[config.mk]
export PLATFORM = sky130hd
export DESIGN_NAME = apb_master_bridge_flat
export DESIGN_NICKNAME = d
export VERILOG_FILES = /design/src/rtl/apb_master_bridge_if.sv /design/src/rtl/apb_master_bridge.sv /design/src/flat_wrapper.sv
export SDC_FILE = /design/constraint.sdc
export NUM_CORES = 1
export LEC_CHECK = 0
export CAP_MARGIN = 40
export CORE_MARGIN = 3
export CORE_UTILIZATION = 43
export CTS_CLUSTER_DIAMETER = 200
export DETAILED_ROUTE_END_ITERATION = 10
export GPL_ROUTABILITY_DRIVEN = 0
export GPL_TIMING_DRIVEN = 0
export PLACE_DENSITY = 0.85
export SLEW_MARGIN = 30
export SYNTH_ARGS = -nofsm -noshare
export SYNTH_HDL_FRONTEND = slang
export SYNTH_SLANG_ARGS = --single-unit
[constraint.sdc]
create_clock -name clk -period 3.08 [get_ports clk]
set_input_delay 0.616 -clock clk [delete_from_list [all_inputs] [get_ports clk]]
set_output_delay 0.616 -clock clk [all_outputs]
set_load 0.01 [all_outputs]
[src/rtl/apb_master_bridge_if.sv]
// ---------------------------------------------------------------------------
// apb_master_bridge_if
// Bundles the CPU request/completion port and the APB-style slave bus seen
// by apb_master_bridge.
//   master modport : the bridge side (consumes CPU requests and slave
//                    responses, drives completions and the APB bus)
//   slave  modport : the environment side (CPU + peripheral)
// Signals:
//   cpu_req/cpu_we/cpu_addr/cpu_wdata   request from the core
//   cpu_ready/cpu_done/cpu_err/cpu_rdata completion back to the core
//   apb_req/apb_psel/apb_rw/apb_addr/apb_enab/apb_wdata  bus to slave
//   apb_rdata/apb_ack                   slave response
// ---------------------------------------------------------------------------
`ifndef ADDR_WIDTH
`define ADDR_WIDTH 32
`endif
`ifndef APB_DATA_WIDTH
`define APB_DATA_WIDTH 32
`endif

interface apb_master_bridge_if;
  logic                       cpu_req;
  logic                       cpu_we;
  logic [`ADDR_WIDTH-1:0]     cpu_addr;
  logic [`APB_DATA_WIDTH-1:0] cpu_wdata;
  logic                       cpu_ready;
  logic                       cpu_done;
  logic                       cpu_err;
  logic [`APB_DATA_WIDTH-1:0] cpu_rdata;

  logic                       apb_req;
  logic                       apb_psel;
  logic                       apb_rw;
  logic [`ADDR_WIDTH-1:0]     apb_addr;
  logic                       apb_enab;
  logic [`APB_DATA_WIDTH-1:0] apb_wdata;
  logic [`APB_DATA_WIDTH-1:0] apb_rdata;
  logic                       apb_ack;

  modport master (
    input  cpu_req, cpu_we, cpu_addr, cpu_wdata, apb_rdata, apb_ack,
    output cpu_ready, cpu_done, cpu_err, cpu_rdata,
           apb_req, apb_psel, apb_rw, apb_addr, apb_enab, apb_wdata
  );

  modport slave (
    output cpu_req, cpu_we, cpu_addr, cpu_wdata, apb_rdata, apb_ack,
    input  cpu_ready, cpu_done, cpu_err, cpu_rdata,
           apb_req, apb_psel, apb_rw, apb_addr, apb_enab, apb_wdata
  );
endinterface

[src/rtl/apb_master_bridge.sv]
// ---------------------------------------------------------------------------
// apb_master_bridge
// Single-outstanding bridge from the core's peripheral request port to the
// APB-style slave bus. One request is accepted in IDLE, driven through a
// one-cycle SETUP phase and an ACCESS phase that lasts until apb_ack or until
// TIMEOUT ACCESS cycles have elapsed (abort with cpu_err).
// Ports:
//   clk    system clock, rising edge
//   reset  synchronous, active-high
//   bus    apb_master_bridge_if.master (CPU port + APB bus)
// Parameters:
//   TIMEOUT  ACCESS cycles before abort, 1..255
//
// state  | meaning
// -------+----------------------------------------------------------
// IDLE   | ready for a request; completion pulse shows here
// SETUP  | psel high, enab low, one cycle
// ACCESS | psel+enab high, waiting for ack or timeout
// ---------------------------------------------------------------------------
`ifndef ADDR_WIDTH
`define ADDR_WIDTH 32
`endif
`ifndef APB_DATA_WIDTH
`define APB_DATA_WIDTH 32
`endif

module apb_master_bridge #(
  parameter int TIMEOUT = 16
) (
  input  logic                 clk,
  input  logic                 reset,
  apb_master_bridge_if.master  bus
);

  typedef enum logic [1:0] {
    IDLE   = 2'd0,
    SETUP  = 2'd1,
    ACCESS = 2'd2
  } state_t;

  state_t                     state_q;
  logic [7:0]                 cnt_q;
  logic                       ready_q;
  logic                       done_q;
  logic                       err_q;
  logic [`APB_DATA_WIDTH-1:0] rdata_q;
  logic                       req_q;
  logic                       psel_q;
  logic                       enab_q;
  logic                       rw_q;
  logic [`ADDR_WIDTH-1:0]     addr_q;
  logic [`APB_DATA_WIDTH-1:0] wdata_q;

  logic [7:0]                 cnt_d;
  logic                       tmo_hit;

  assign cnt_d   = cnt_q + 8'd1;
  assign tmo_hit = (cnt_q == 8'(TIMEOUT - 1));

  // All outputs come straight from registers; the whole FSM lives in one
  // sequential block so each output is set for the state being entered.
  always_ff @(posedge clk) begin
    if (reset) begin
      state_q <= IDLE;
      cnt_q   <= 8'd0;
      ready_q <= 1'b1;
      done_q  <= 1'b0;
      err_q   <= 1'b0;
      rdata_q <= '0;
      req_q   <= 1'b0;
      psel_q  <= 1'b0;
      enab_q  <= 1'b0;
      rw_q    <= 1'b0;
      addr_q  <= '0;
      wdata_q <= '0;
    end else begin
      done_q <= 1'b0;
      err_q  <= 1'b0;
      case (state_q)
        IDLE: begin
          if (bus.cpu_req) begin
            addr_q  <= bus.cpu_addr;
            rw_q    <= bus.cpu_we;
            wdata_q <= bus.cpu_wdata;
            ready_q <= 1'b0;
            req_q   <= 1'b1;
            psel_q  <= 1'b1;
            state_q <= SETUP;
          end
        end
        SETUP: begin
          cnt_q   <= 8'd0;
          enab_q  <= 1'b1;
          state_q <= ACCESS;
        end
        ACCESS: begin
          if (bus.apb_ack || tmo_hit) begin
            state_q <= IDLE;
            ready_q <= 1'b1;
            req_q   <= 1'b0;
            psel_q  <= 1'b0;
            enab_q  <= 1'b0;
            done_q  <= 1'b1;
            err_q   <= ~bus.apb_ack;
            // Writes leave the read-data register alone; an aborted read
            // returns zero rather than whatever the dead slave drives.
            if (!rw_q) begin
              rdata_q <= bus.apb_ack ? bus.apb_rdata : '0;
            end
          end else begin
            cnt_q <= cnt_d;
          end
        end
        default: begin
          state_q <= IDLE;
          ready_q <= 1'b1;
          req_q   <= 1'b0;
          psel_q  <= 1'b0;
          enab_q  <= 1'b0;
        end
      endcase
    end
  end

  assign bus.cpu_ready = ready_q;
  assign bus.cpu_done  = done_q;
  assign bus.cpu_err   = err_q;
  assign bus.cpu_rdata = rdata_q;
  assign bus.apb_req   = req_q;
  assign bus.apb_psel  = psel_q;
  assign bus.apb_enab  = enab_q;
  assign bus.apb_rw    = rw_q;
  assign bus.apb_addr  = addr_q;
  assign bus.apb_wdata = wdata_q;

endmodule

[src/flat_wrapper.sv]
// flat-port wrapper written by rule: the top's interface ports become plain ports
module apb_master_bridge_flat 
#(
  parameter int TIMEOUT = 16
)
  (clk, reset, bus_cpu_req, bus_cpu_we, bus_cpu_addr, bus_cpu_wdata, bus_apb_rdata, bus_apb_ack, bus_cpu_ready, bus_cpu_done, bus_cpu_err, bus_cpu_rdata, bus_apb_req, bus_apb_psel, bus_apb_rw, bus_apb_addr, bus_apb_enab, bus_apb_wdata);
  apb_master_bridge_if bus_i ();
  input  logic clk;
  input  logic reset;
  input wire logic [$bits(bus_i.cpu_req)-1:0] bus_cpu_req;
  input wire logic [$bits(bus_i.cpu_we)-1:0] bus_cpu_we;
  input wire logic [$bits(bus_i.cpu_addr)-1:0] bus_cpu_addr;
  input wire logic [$bits(bus_i.cpu_wdata)-1:0] bus_cpu_wdata;
  input wire logic [$bits(bus_i.apb_rdata)-1:0] bus_apb_rdata;
  input wire logic [$bits(bus_i.apb_ack)-1:0] bus_apb_ack;
  output wire logic [$bits(bus_i.cpu_ready)-1:0] bus_cpu_ready;
  output wire logic [$bits(bus_i.cpu_done)-1:0] bus_cpu_done;
  output wire logic [$bits(bus_i.cpu_err)-1:0] bus_cpu_err;
  output wire logic [$bits(bus_i.cpu_rdata)-1:0] bus_cpu_rdata;
  output wire logic [$bits(bus_i.apb_req)-1:0] bus_apb_req;
  output wire logic [$bits(bus_i.apb_psel)-1:0] bus_apb_psel;
  output wire logic [$bits(bus_i.apb_rw)-1:0] bus_apb_rw;
  output wire logic [$bits(bus_i.apb_addr)-1:0] bus_apb_addr;
  output wire logic [$bits(bus_i.apb_enab)-1:0] bus_apb_enab;
  output wire logic [$bits(bus_i.apb_wdata)-1:0] bus_apb_wdata;
  assign bus_i.cpu_req = bus_cpu_req;
  assign bus_i.cpu_we = bus_cpu_we;
  assign bus_i.cpu_addr = bus_cpu_addr;
  assign bus_i.cpu_wdata = bus_cpu_wdata;
  assign bus_i.apb_rdata = bus_apb_rdata;
  assign bus_i.apb_ack = bus_apb_ack;
  assign bus_cpu_ready = bus_i.cpu_ready;
  assign bus_cpu_done = bus_i.cpu_done;
  assign bus_cpu_err = bus_i.cpu_err;
  assign bus_cpu_rdata = bus_i.cpu_rdata;
  assign bus_apb_req = bus_i.apb_req;
  assign bus_apb_psel = bus_i.apb_psel;
  assign bus_apb_rw = bus_i.apb_rw;
  assign bus_apb_addr = bus_i.apb_addr;
  assign bus_apb_enab = bus_i.apb_enab;
  assign bus_apb_wdata = bus_i.apb_wdata;
  apb_master_bridge #(.TIMEOUT(TIMEOUT)) u_core (.clk(clk), .reset(reset), .bus(bus_i));
endmodule
# Word-level counts from Yosys, hierarchy flattened
# Cells that the tools add are included.
[op_classes]
n_addsub = 1
multipliers = 0
div = 0
n_lt_le_gt_ge = 0
n_eq_ne = 6
shift = 0
muxes = 14
bitwise_logic = 6
reduce_logical = 11
[op_table]
columns = ["cell", "count"]
rows = [
  ["two-way mux 32 bit", 1],
  ["one-hot mux 8 bit (2 select lines)", 1],
  ["one-hot mux 1 bit (3 select lines)", 3],
  ["adder 8 x 1 -> 8 bit, second input constant", 1],
  ["equality test 8 x 4 -> 1 bit, second input constant", 1],
  ["two-way mux 8 bit", 1],
  ["AND reduction 2 bit", 4],
  ["inverter 1 bit", 6],
  ["one-hot mux 2 bit (3 select lines)", 1],
  ["AND reduction 3 bit", 2],
  ["two-way mux 1 bit", 5],
  ["two-way mux 2 bit", 2],
  ["inequality test 2 bit, second input constant", 2],
  ["OR reduction 3 bit", 1],
  ["equality test 2 x 1 -> 1 bit, second input constant", 1],
  ["equality test 2 bit, second input constant", 1],
  ["logical NOT 2 bit", 1],
  ["inequality test 2 x 1 -> 1 bit, second input constant", 1],
  ["nonzero test 2 bit", 1],
  ["OR reduction 2 bit", 1],
  ["logical OR 1 bit", 1],
]
[totals]
reg_bits = 112
latch_bits = 0
mem_bits_rw = 0
romBits = 0
inputBits = 101
output_inout_bits = 103
wordCells = 49
memories = 0

# Longest topological paths before layout
# Gate-level depths: netlist of the first run.
[depth]
depth_word = 4
ltp_mapped = 7
ltp_nobuf = 5

# Worst setup path before layout of the first run
# No wires, ideal clock.
[synth_timing]
path_type = "reg-to-reg"
from = "register u_core.cnt_q[0]"
to = "register u_core.cnt_q[0]"
setup_ns = 0.075
arrival_time_ns = 1.525
required_time_ns = 3.005
path_slack_ns = 1.480
stages_incl_launch_ff = 7
path_buffers = 1
synth_period_minus_slack_ns = 1.600
cell_sequence = "dfxtp_1 -> ha_1 -> and3_4 -> buf_6 -> a21o_1 -> or4_1 -> a31oi_1"
[synth_between]
elab_chain_len = 4
word_cells_on_any_way = 7
classes_between = "1 x add/sub; 2 x eq/ne; 2 x mux; 2 x reduce/logical"
[synth_rtl]
columns = ["element", "line_no", "text"]
rows = [
  ["start, declared", "apb_master_bridge.sv:42", "logic [7:0] cnt_q;"],
  ["start signal, assigned", "apb_master_bridge.sv:111", "cnt_q <= cnt_d;"],
  ["branches (longest 4 deep; another with adder 8 x 1 -> 8 bit)", "--", ""],
]
# Several ways; the timed one is not identified. The select of a mux whose other input is x is not followed.
# A chain may end at the register's enable or synchronous reset.

# Worst setup path after layout of the first run
[layout_timing]
from = "register u_core.req_q, in the netlist u_core.bus.apb_req"
to = "output port bus_apb_req"
[layout_rtl]
columns = ["element", "line_no", "text"]
rows = [
  ["start, declared", "apb_master_bridge.sv:47", "logic req_q;"],
  ["start signal, assigned", "apb_master_bridge.sv:70", "req_q <= 1'b0;"],
  ["start signal, assigned", "apb_master_bridge.sv:86", "req_q <= 1'b1;"],
  ["start signal, assigned", "apb_master_bridge.sv:100", "req_q <= 1'b0;"],
  ["end, declared", "flat_wrapper.sv:20", "output wire logic [$bits(bus_i.apb_req)-1:0] bus_apb_req;"],
]
# No word-level cell between the ends.

==> impl_metrics.tcl, run 1 <==
set metrics [dict create \
    final_layout_size_suffix_gt1_share_pct 6.925 \
    num_rows 35 \
    port_buffers 203 \
    synth_cells 504 \
    finalCritPeriodShare_pct 65.46 \
    cp_max_fo 3 \
    yosys-top-cells-area "dfxtp_1, nand2_1, a21oi_1" \
    synth.yosys.seq_area_share_pct 53.85 \
    syn-cell-area_sq_um 4164 \
    synthToLayoutAreaGrowth_pct 57.84 \
    hold_ws_ps 459.0 \
    grt_antenna_before_repair 0 \
    cts.path.max_buffers 2 \
    irDropWorstVdd_v 0.0003090 \
    postRouteAntennaNets 0 \
    drc 0 \
    p_sw_share_pct 25.22 \
    fin_ws_ps 1064 \
    crit_type "reg2out" \
    avgRoutedWirePerCell_um 14.92 \
    hold_class "reg2reg" \
    finalMaxSlewViolations 0 \
    cts.clk_slew.worst_paths_ps 100 \
    h-tree-depth 3 \
    overflow 0 \
    cts_resized 0 \
    total_power_mw 3.029 \
    core_area_sq_um 9328 \
    start_kind "flop" \
    drtPass1Iterations 4 \
    ctsHoldBuffers 0 \
    synth_top_area_cell "dfxtp_1" \
    end_kind "primary output" \
    clkPwrFrac_pct 31.6 \
    numPlacedInstances 836 \
    crit_required_ps 2460 \
    fin_util_pct 70.46 \
    yosysWarnings 0 \
    worst_pin_slew_ps 583.6 \
    dr_total_vias 4260 \
    dieWidth_um 104.4 \
    fmax_mhz 496.0 \
    synth_area_per_cell_sq_um 8.262 \
    synth.net_count 606 \
    p_sw_mw 0.7639 \
    grt_pass1_wl_um 20580 \
    crit_arrival_ps 1400 \
    initial_core_util_pct 44.64 \
    finalSetupViolCount 0 \
    track_usage_pct 22.75 \
    tritoncts "built" \
    cts_buffers 9 \
    outcome "finished clean" \
    period_needed_ps 2016 \
    cap_violations 0 \
    dp_hpwl_um 9751 \
    cts_setup_buffers 0 \
    slowest_stage "clkdlybuf4s50_1" \
    fin_cells 851 \
    combPwrFrac_pct 17.2 \
    multi_input_area_sq_um 1684 \
    max_stage_delay_ps 520 \
    io_pins 204 \
    synth_top_cell_area_share_pct 53.85 \
    grt_max_degree 19 \
    insertion_delay_ps 360 \
    fillCellCount 767 \
    post-route-cell-area_sq_um 6573 \
    fin_skew_ps 19.41 \
    ys_types 41 \
    setup_tns_ps 0 \
    power.leakage_nw 2.347 \
    critical_path.cell_chain "buf_4 -> clkdlybuf4s50_1" \
    clkSinkCount 112 \
    relSlewSlack_pct 61.09 \
    p_seq_share_pct 51.2 \
    diodes 0 \
    die_area_sq_um 10900 \
    initialDrtViolationCount 152 \
    dp_slack_ps 747.5 \
    die_y_um 104.4 \
    root_buffer "clkbuf_8" \
    final_hold_viol_count 0 \
    placed_area_sq_um 6357 \
    layout.area.seq_sq_um 2242 \
    rsz0062_at_grt "false" \
    powerDensity_nw_per_um2 460.8 \
    grt_pass1_vias 4230 \
    ys_seq_elements 112 \
    via_per_inst 5.006 \
    internal_power_mw 2.265 \
    final_nets 820 \
    wl_um 12690 \
]
## synthesized netlist by cell type (all sizes together)
master / number
a31o: 1
o211ai: 1
nand4: 1
and2: 1
or4: 1
and4: 1
xor2: 1
a211oi: 1
dfxtp: 112
nor4: 2
clkbuf: 17
a311oi: 1
nor2: 7
nor3b: 2
buf: 22
or3b: 2
a21o: 2
nand4b: 1
a22oi: 1
nand2: 168
inv: 3
nor3: 1
nand2b: 3
a31oi: 1
ha: 1
mux2: 2
o31ai: 1
xnor2: 2
and3: 1
nand3: 5
o21ai: 35
a21oi: 104
## cells by family (layout without fill, tap and decap cells)
group	count (synthesis)	after routing	synth area share (%)
and+or+nand+nor	196	196	20.13
AOI/OAI and AO/OA	148	148	18.84
DFF	112	112	53.85
buffers and inverters	42	260	5.709
xor gates and xnor gates	3	3	0.6311
muxes	2	2	0.5408
adders and majority gates	1	1	0.3004
## sequential cells by signal, indices dropped and copies added, names as in the netlist
name and cells:
u_core.bus.apb_addr 32, u_core.bus.apb_enab 1, u_core.bus.apb_req 1, u_core.bus.apb_rw 1, u_core.bus.apb_wdata 32, u_core.bus.cpu_done 1
u_core.bus.cpu_err 1, u_core.bus.cpu_rdata 32, u_core.bus.cpu_ready 1, u_core.cnt_q 8, u_core.state_q 2
## worst max-delay path, delay by kind of cell (launching register included)
family   cells  cell delay, ps
buf+inv      2             650
flops        1             400
## cell type report
class | count | area share [%]
Buffer | 39 | 3.446
Sequential cell | 112 | 34.11
Inverter | 3 | 0.1713
Tap cell | 129 | 2.456
Clock inverter | 6 | 1.390
Clock buffer | 9 | 1.885
Multi-Input combinational cell | 350 | 25.62
Timing Repair Buffer | 203 | 30.92
## metal layers
metal  routed length [um]  up-vias  GRT usage, %
li1                     -     2103             -
met2                 6453      181         40.82
met4                   95        0         4.463
met3                 1089       10         8.380
met1                 5055     1966         25.85
met5                    0        -             0
## power groups by stage
stage / clock, mW / sequential, mW / combinational, mW
final: 0.958 / 1.55 / 0.520
after global routing: 1.04 / 1.56 / 0.564
after CTS: 0.975 / 1.55 / 0.524
after detailed placement: 0 / 1.59 / 0.521
after global placement: 0 / 1.58 / 0.509
after floorplan: 0 / 1.61 / 0.171
## worst paths after layout
kind / start / slack (ps) / cells after the start / to
setup reg to reg: u_core.cnt_q[0] / 1330 / 6 / u_core.cnt_q[0]
setup / recovery: u_core.bus.apb_req / 1060 / 2 / bus_apb_req
hold reg to reg: u_core.bus.apb_addr[2] / 460 / 2 / u_core.bus.apb_addr[2]
hold / removal: u_core.bus.apb_addr[2] / 460 / 2 / u_core.bus.apb_addr[2]
## placed cells by master (no fill, tap or decap), types with 2 or more instances in the layout
cell,Yosys,layout
nand2b_1,3,3
buf_4,2,2
a21oi_1,102,102
o21ai_1,27,27
a21o_1,2,2
dfxtp_1,112,112
mux2_2,2,2
o21ai_2,2,2
nand3_1,5,5
buf_6,8,8
inv_1,3,3
clkbuf_8,0,9
clkbuf_1,17,17
or3b_4,2,2
xnor2_1,2,2
buf_1,2,2
buf_2,10,10
o21ai_0,6,6
clkdlybuf4s50_1,0,203
bufinv_16,0,2
a21oi_2,2,2
nor2_1,6,6
nand2_1,168,168
inv_6,0,2
No activity file was read; power rests on OpenSTA's default activity.
==> run 2, diff against run 1 <==
CORE_UTILIZATION = 40   (was 43)
PLACE_DENSITY = 0.79   (was 0.85)
clock period = 2 ns   (was 3.08 ns; I/O delays follow)
==> impl_metrics.tcl, run 2 (synthesis results as in run 1) <==
set metrics [dict create \
    outcome "finished clean" \
    postRouteAntennaNets 0 \
    crit_arrival_ps 1360 \
    total_power_mw 4.616 \
    cp_max_fo 3 \
    die_area_sq_um 11670 \
    tritoncts "built" \
    cts_setup_buffers 0 \
    hold_end "u_core.bus.apb_addr[5]" \
    path_delay_family "buffers and inverters" \
    dieWidth_um 108.0 \
    hold_class "reg2reg" \
    slowest_stage "clkdlybuf4s50_1" \
    die_y_um 108.0 \
    fmax_mhz 568.2 \
    critical_path.cell_chain "buf_4 -> clkdlybuf4s50_1" \
    clkSinkCount 112 \
    dr_total_vias 4178 \
    post-route-cell-area_sq_um 6574 \
    setup_tns_ps 0 \
    worst_r2r_endpoint "u_core.bus.cpu_rdata[20]" \
    powerDensity_nw_per_um2 702.2 \
    final_layout_size_suffix_gt1_share_pct 7.054 \
    root_buffer "clkbuf_8" \
    insertion_delay_ps 370 \
    final_hold_viol_count 0 \
    power.leakage_nw 2.343 \
    end_kind "primary output" \
    grt_pass1_vias 4234 \
    holdPathStages 2 \
    dp_slack_ps -159.1 \
    rr_startpoint "u_core.cnt_q[0]" \
    crit_required_ps 1600 \
    hp-start "u_core.bus.apb_addr[5]" \
    dp_hpwl_um 9331 \
    hold_ws_ps 461.0 \
    rsz0062_at_grt "false" \
    final_cell_mix "clkdlybuf4s50_1, nand2_1, dfxtp_1" \
    num_rows 36 \
    final_nets 820 \
    ctsHoldBuffers 0 \
    cts.clk_slew.worst_paths_ps 100 \
    layout_commonest_cell "clkdlybuf4s50_1" \
    track_usage_pct 20.94 \
    cts.path.max_buffers 2 \
    crit_type "reg2out" \
    placed_area_sq_um 6362 \
    initial_core_util_pct 41.83 \
    reg2reg_setup_slack_ps 240 \
    cap_violations 0 \
    fin_ws_ps 240.0 \
    synthToLayoutAreaGrowth_pct 57.87 \
    finalCritPeriodShare_pct 88.00 \
    multi_input_area_sq_um 1684 \
    irDropWorstVdd_v 0.0004325 \
    via_per_inst 4.881 \
    diodes 0 \
    initialDrtViolationCount 136 \
    fin_skew_ps 15.61 \
    port_buffers 203 \
    reg2reg_depth 7 \
    relSlewSlack_pct 61.96 \
    finalMaxSlewViolations 0 \
    start_kind "flop" \
    io_pins 204 \
    cp_num_buf_inv 2 \
    drtPass1Iterations 4 \
    layout.area.seq_sq_um 2242 \
    grt_max_degree 20 \
    finalSetupViolCount 0 \
    max_stage_delay_ps 520 \
    grt_pass1_wl_um 19800 \
    numPlacedInstances 840 \
    worst_pin_slew_ps 570.6 \
    period_needed_ps 1760 \
    core_area_sq_um 9955 \
    crit_path_start "u_core.bus.apb_req" \
    avgRoutedWirePerCell_um 14.34 \
    fillCellCount 852 \
    grt_antenna_before_repair 0 \
    cts_buffers 9 \
    drc 0 \
    cts_resized 0 \
    h-tree-depth 3 \
    wl_um 12280 \
    overflow 0 \
    fin_cells 856 \
    fin_util_pct 66.04 \
]
[run 2: worst max path at each step]
stage	endpoint	slack, ps	depth (start not counted)
after floorplan	u_core.cnt_q[0]	400	6
after global placement	u_core.bus.apb_addr[3]	-120	4
after detailed placement	u_core.bus.apb_addr[7]	-160	4
after CTS	bus_apb_req	210	2
after global routing	u_core.bus.cpu_rdata[26]	110	7
final	bus_apb_req	240	2
[run 2: metal layers]
layer	GRT usage (%)	share of wire [%]
met2	36.32	49
met1	24.33	41
met5	0	0
met4	6.853	1.8
met3	6.985	8.6
[run 2: where the power goes]
| part | internal [mW] | total, mW | switching (mW) |
|---|---|---|---|
| registers | 2.33 | 2.39 | 0.0529 |
| clock network | 0.635 | 1.43 | 0.795 |
| logic | 0.444 | 0.799 | 0.355 |
| total | 3.41 | 4.62 | 1.20 |
[run 2: cell type report]
class | count | share of cell area (%)
Buffer | 39 | 3.445
Clock buffer | 10 | 2.094
Clock inverter | 6 | 1.123
Inverter | 3 | 0.1713
Multi-Input combinational cell | 350 | 25.62
Sequential cell | 112 | 34.11
Tap cell | 133 | 2.531
Timing Repair Buffer | 203 | 30.91
[run 2: worst register-to-register path, cell delays in order (launching register included)]
cell and delay (ps):
dfxtp_1 370, ha_1 250, and3_4 190, buf_6 130, a21oi_2 310, buf_6 200
o21ai_1 70, a21oi_1 170
